`src/rtl/fetch_prefetch_stage.sv`:
```
// fetch_prefetch_stage: instruction-fetch stage of the 5-stage MIPS pipeline.
// Owns the PC and a word-addressed instruction memory that the bench can load.
// Fetched words are queued in a small prefetch FIFO so decode can stall
// without losing fetches. A taken branch from the memory stage flushes the
// FIFO and redirects the PC.
//
// Ports:
//   clk, rst_n       clock, synchronous active-low reset
//   load_we/addr/data program-load write port into imem (pauses fetch)
//   redirect_valid/pc taken branch: flush FIFO and set PC (word address)
//   out_valid/ready   handshake to decode
//   out_instr         head instruction (0 while empty)
//   out_pc_plus1      head PC + 1 (0 while empty)
//   fetch_pc          current fetch PC
//   occupancy         FIFO entry count
//
// Optional feature macro: FETCH_STATS_EN adds saturating stall_cycles and
// flush_count outputs.

module fetch_prefetch_stage #(
  parameter int unsigned ADDR_W = 7,
  parameter int unsigned DATA_W = 32,
  parameter int unsigned DEPTH  = 4
) (
  input  logic                      clk,
  input  logic                      rst_n,
  input  logic                      load_we,
  input  logic [ADDR_W-1:0]         load_addr,
  input  logic [DATA_W-1:0]         load_data,
  input  logic                      redirect_valid,
  input  logic [31:0]               redirect_pc,
  output logic                      out_valid,
  input  logic                      out_ready,
  output logic [DATA_W-1:0]         out_instr,
  output logic [31:0]               out_pc_plus1,
  output logic [31:0]               fetch_pc,
  output logic [$clog2(DEPTH):0]    occupancy
`ifdef FETCH_STATS_EN
  ,
  output logic [15:0]               stall_cycles,
  output logic [15:0]               flush_count
`endif
);

  localparam int unsigned MEM_WORDS = 2 ** ADDR_W;
  localparam int unsigned PTR_W     = $clog2(DEPTH);
  localparam int unsigned CNT_W     = PTR_W + 1;

  logic [DATA_W-1:0] imem [MEM_WORDS];

  logic [DATA_W-1:0] fifo_instr_q [DEPTH];
  logic [DATA_W-1:0] fifo_instr_d [DEPTH];
  logic [31:0]       fifo_pcp1_q  [DEPTH];
  logic [31:0]       fifo_pcp1_d  [DEPTH];

  logic [PTR_W-1:0]  rd_ptr_q, rd_ptr_d;
  logic [PTR_W-1:0]  wr_ptr_q, wr_ptr_d;
  logic [CNT_W-1:0]  count_q, count_d;
  logic [31:0]       pc_q, pc_d;
  logic              out_valid_q, out_valid_d;
  logic [DATA_W-1:0] out_instr_q, out_instr_d;
  logic [31:0]       out_pcp1_q, out_pcp1_d;

  logic              pop_c;
  logic              push_c;
  logic [DATA_W-1:0] imem_rdata_c;

`ifdef FETCH_STATS_EN
  logic [15:0]       stall_q, stall_d;
  logic [15:0]       flush_q, flush_d;
`endif

  // Program-load port; a load during reset is ignored
  always_ff @(posedge clk) begin
    if (rst_n && load_we) begin
      imem[load_addr] <= load_data;
    end
  end

  // Fetch address wraps modulo MEM_WORDS via the low PC bits
  assign imem_rdata_c = imem[pc_q[ADDR_W-1:0]];

  assign pop_c  = out_valid_q & out_ready;
  assign push_c = !redirect_valid & !load_we &
                  ((count_q < CNT_W'(DEPTH)) | pop_c);

  // Next-state for PC, FIFO storage/pointers and registered head outputs
  always_comb begin
    fifo_instr_d = fifo_instr_q;
    fifo_pcp1_d  = fifo_pcp1_q;
    rd_ptr_d     = rd_ptr_q;
    wr_ptr_d     = wr_ptr_q;
    count_d      = count_q;
    pc_d         = pc_q;

    if (redirect_valid) begin
      pc_d     = redirect_pc;
      rd_ptr_d = '0;
      wr_ptr_d = '0;
      count_d  = '0;
    end else begin
      if (push_c) begin
        fifo_instr_d[wr_ptr_q] = imem_rdata_c;
        fifo_pcp1_d[wr_ptr_q]  = pc_q + 32'd1;
        wr_ptr_d               = wr_ptr_q + PTR_W'(1);
        pc_d                   = pc_q + 32'd1;
      end
      if (pop_c) begin
        rd_ptr_d = rd_ptr_q + PTR_W'(1);
      end
      count_d = count_q + CNT_W'(push_c) - CNT_W'(pop_c);
    end

    // Head is registered from post-update storage, so no memory bypass exists
    out_valid_d = (count_d != '0);
    out_instr_d = out_valid_d ? fifo_instr_d[rd_ptr_d] : '0;
    out_pcp1_d  = out_valid_d ? fifo_pcp1_d[rd_ptr_d]  : '0;
  end

`ifdef FETCH_STATS_EN
  // Saturating performance counters
  always_comb begin
    stall_d = stall_q;
    flush_d = flush_q;
    if (out_valid_q && !out_ready && (stall_q != 16'hFFFF)) begin
      stall_d = stall_q + 16'd1;
    end
    if (redirect_valid && (flush_q != 16'hFFFF)) begin
      flush_d = flush_q + 16'd1;
    end
  end

  always_ff @(posedge clk) begin
    if (!rst_n) begin
      stall_q <= '0;
      flush_q <= '0;
    end else begin
      stall_q <= stall_d;
      flush_q <= flush_d;
    end
  end

  assign stall_cycles = stall_q;
  assign flush_count  = flush_q;
`endif

  // State registers; FIFO payload needs no reset since count gates it
  always_ff @(posedge clk) begin
    if (!rst_n) begin
      rd_ptr_q    <= '0;
      wr_ptr_q    <= '0;
      count_q     <= '0;
      pc_q        <= '0;
      out_valid_q <= 1'b0;
      out_instr_q <= '0;
      out_pcp1_q  <= '0;
    end else begin
      fifo_instr_q <= fifo_instr_d;
      fifo_pcp1_q  <= fifo_pcp1_d;
      rd_ptr_q     <= rd_ptr_d;
      wr_ptr_q     <= wr_ptr_d;
      count_q      <= count_d;
      pc_q         <= pc_d;
      out_valid_q  <= out_valid_d;
      out_instr_q  <= out_instr_d;
      out_pcp1_q   <= out_pcp1_d;
    end
  end

  assign out_valid    = out_valid_q;
  assign out_instr    = out_instr_q;
  assign out_pc_plus1 = out_pcp1_q;
  assign fetch_pc     = pc_q;
  assign occupancy    = count_q;

endmodule
```
`config.mk`:
```
export PLATFORM = sky130hd
export DESIGN_NAME = fetch_prefetch_stage
export DESIGN_NICKNAME = d
export VERILOG_FILES = /design/src/rtl/fetch_prefetch_stage.sv
export SDC_FILE = /design/constraint.sdc
export NUM_CORES = 2
export LEC_CHECK = 0
export CAP_MARGIN = 20
export CORE_MARGIN = 1.5
export CORE_UTILIZATION = 39
export DETAILED_ROUTE_END_ITERATION = 8
export HOLD_SLACK_MARGIN = 0.08
export SETUP_SLACK_MARGIN = 0.4
export SLEW_MARGIN = 10
export SYNTH_ARGS = -nofsm -noshare
export SYNTH_HDL_FRONTEND = slang
export SYNTH_SLANG_ARGS = --single-unit
```
`constraint.sdc`:
```
create_clock -name clk -period 10.65 [get_ports clk]
set_clock_uncertainty 0.1 [all_clocks]
set_input_delay 1.5975 -clock clk [delete_from_list [all_inputs] [get_ports clk]]
set_output_delay 1.5975 -clock clk [all_outputs]
set_load 0.05 [all_outputs]
```
==> results by group <==
Status
  • Status: finished clean

GRT
  • Grt total ovfl: 0
  • Number of global-route vias before repair: 94000
  • Initial antenna violation count: 51
  • First-pass GRT wire length: 717 mm
  • GR Util All Layers: 0.221
  • Largest net degree at the start of global routing: 141

Placed design
  • Gpl congestion: 0.902
  • Placed insts: 15000
  • Dpl hpwl: 298 mm
  • Buffers on Ports: 175
  • Pre-CTS setup slack: 2650 ps
  • Placed cell areas: 186000 µm²

Logic synthesis
  • Cell accounting for the most synthesized area: edfxtp_1
  • Main flop type after synthesis: edfxtp_1
  • Sequential share of the synthesized area: 0.755
  • Synth async-reset ratio: 0
  • Netlist cell types: 91
  • Synth Cell Area: 176000 µm²
  • Post-Synthesis Mean Instance Area: 19.4 µm²
  • Leading post-synthesis cells by cell area: edfxtp_1 74%, mux4_2 9.7%, mux2i_1 4.0%
  • Post-synth top cells: 4352 x edfxtp_1, 757 x mux4_2, 698 x mux2i_1
  • Number of synthesized flops with an enable pin: 4352
  • Register bit total from synthesis: 4463
  • Top-count cell post-synth: edfxtp_1
  • Mapped Cells: 9090
  • YS warnings: 0
  • Synthesized Nets: about 9000
  • Post-synth top area share: 0.742

Clock network
  • Setup bufs post-CTS: 0
  • CTS Hold Bufs: 0
  • Worst-path clk slew: 60 ps
  • CTS tree: done
  • Worst skew pair latency: 1030 ps
  • CTS buffer count: between 400 and 500
  • CTS max path bufs: 4
  • H-tree level count: 5
  • Clock root cell: clkbuf_16
  • Clock net sink count: between 4000 and 5000
  • Cts repair resizes: 0

Timing
  • Final-report setup violation count: 0
  • Worst-Margin Slew: 1420 ps
  • Final Hold Vio Count: 0
  • RSZ-0062 raised after global routing: false
  • Final period util: 0.664
  • Setup TNS: 0 ps
  • Final slew viol count: 0
  • Slew headroom: 0.0530
  • Max Clock Freq: 141 MHz
  • Tmin final: 7080 ps
  • Worst setup margin: 3570 ps

Critical path
  • Crit path top cell by count: nand2_1
  • R2R Path End: out_instr[25]$_SDFF_PN0_
  • CP max stage delay: approximately 1100 ps
  • Reg2reg start: out_valid$_SDFF_PN0_
  • CP Class: primary input to flip-flop
  • Crit path DAT: between 7000 and 8000 ps
  • CP startpoint kind: primary input
  • Req. time, crit path: 11430 ps
  • Top delay family on crit path: buffers and inverters
  • Element type at the critical path end: flip-flop
  • Slowest cell on the critical path: nand2_1
  • R2R setup slack: 4300 ps
  • Cell-by-cell trace of the critical path: clkdlybuf4s50_1 -> nand2_1 -> a21oi_4 -> nand2_1 -> ha_1 -> inv_1 -> ha_1 -> inv_1 -> fa_1 -> xor2_1 -> and2_1 -> nor3_1 -> nor3_4 -> buf_4 -> clkinv_1 -> nand2_1 -> o221ai_1 -> o221a_1
  • Crit path depth: 18
  • Worst Path Max Fanout: 43
  • Reg2reg path depth: 17
  • Buffers & Inverters on Critical Path: 5

Hold path
  • Hold Path Depth: 2
  • Hold Path End: wr_ptr_q[1]$_SDFFE_PP0P_
  • Hold path startpoint: wr_ptr_q[1]$_SDFFE_PP0P_
  • Hold Path Class: flip-flop to flip-flop

Die
  • Site Rows: between 200 and 250
  • I/O Pins: 176
  • Initial Util: 0.392
  • Die area: 456000 µm²
  • Core box area: approximately 450000 µm²
  • Die Height: just under 700 µm
  • Die span in x: 675 µm

Routing
  • Initial DRC count: about 12000
  • TritonRoute pass-1 iters: 6
  • Drt total wl: 511 mm
  • Vias: 93700
  • DRC viols: 0
  • Final ANT Viol Nets: 0
  • Vias per std cell: 5.92
  • Avg WL per Cell: around 32 µm

Layout
  • Area grow syn2layout: 13.6%
  • Post-route insts no fill: around 16000
  • Share of post-route cells with drive strength above 1: 0.208
  • Final cell area excluding filler cells: between 200000 and 250000 µm²
  • Post-layout util: 0.445
  • Nets@finish: 9547

Flow run
  • Max-cap violations: 0

Power and ir drop
  • Leakage Power: 62.2 nW
  • Peak supply drop: roughly 0.14 mV
  • Power per cell area: between 150 and 200 nW/µm²
layer usage:
layer / global-route usage / vias up / share of wire
met5: 0 / - / 0.00028
met4: 0.0804 / 22 / 0.040
met3: 0.0475 / 793 / 0.094
met2: 0.351 / 4654 / 0.47
met1: 0.300 / 49800 / 0.40
li1: - / 38400 / -
cells in the final DEF, fill, tap and decap left out, types with 107 or more instances in the layout:
| cell type | Yosys | final |
|---|---|---|
| a21oi_1 | 168 | 167 |
| mux4_2 | 757 | 757 |
| buf_4 | 83 | 340 |
| o221ai_1 | 213 | 213 |
| nor2_4 | 0 | 131 |
| clkdlybuf4s50_1 | 0 | 142 |
| o21ai_0 | 215 | 215 |
| clkbuf_16 | 0 | 444 |
| nand2_1 | 558 | 556 |
| mux2i_1 | 698 | 698 |
| edfxtp_1 | 4352 | 4352 |
| nor2_1 | 292 | 156 |
| clkinv_1 | 3 | 107 |
| o22ai_1 | 129 | 129 |
worst max-delay path by stage:
stage	from	to	slack (ps)
after floorplan	out_ready	out_instr[25]$_SDFF_PN0_	5360
after global placement	out_ready	out_instr[27]$_SDFF_PN0_	2620
after detailed placement	out_ready	out_instr[25]$_SDFF_PN0_	2650
after CTS	out_ready	out_instr[25]$_SDFF_PN0_	3700
after global routing	out_ready	out_instr[18]$_SDFF_PN0_	3220
final	out_ready	out_instr[25]$_SDFF_PN0_	3570
power by group:
part / switching, mW / internal [mW]
Combinational: 2.00 / 0.990
Sequential: 0.117 / 19.4
Clock: 6.67 / 8.57
Total: 8.78 / 29.0
stage by stage:
stage,hold WS (ps),total power [mW]
2_1_floorplan,369,21.5
3_3_place_gp,389,22.8
3_5_place_dp,401,22.9
4_1_cts,417,38.0
5_1_grt,444,38.7
6_report,415,37.8
cell families after synthesis:
kind of cell             share of synthesized area
AND/OR/NAND/NOR                             0.0279
adder cells (fa/ha/maj)                   0.000611
XOR/XNOR                                   0.00323
multiplexers                                 0.139
buffers and inverters                       0.0190
AO/OA/AOI/OAI                               0.0555
flip-flops                                   0.755
layout make-up:
type | count | area, µm²
inverter | 36 | 150
fill | 38100 | 249000
sequential | 4463 | 133000
clock buffer | 545 | 11500
antenna | 35 | 87.6
multi-input combinational | 4023 | 41000
clock inverter | 269 | 2510
timing repair buffer | 499 | 4320
tap | 5952 | 7450
worst register-to-register path, cell delays in order, from the launching register on:
cell	delay, ps
dfxtp_1	380
nand2_1	140
a21oi_4	790
nand2_1	160
ha_1	330
inv_1	80
ha_1	170
inv_1	70
fa_1	400
xor2_1	190
and2_1	160
nor3_1	80
nor3_4	130
buf_4	540
clkinv_1	1020
nand2_1	1100
o221ai_1	250
o221a_1	180
sequential cells by signal, summed over array words and instances (netlist names), named ones only:
register,cells
fifo_pcp1_q,128
fifo_instr_q,128
imem,4096
out_valid,1
occupancy,3
out_instr,32
out_pc_plus1,32
rd_ptr_q,2
fetch_pc,32
wr_ptr_q,2
Note: power is estimated with default switching activity, not from simulation.
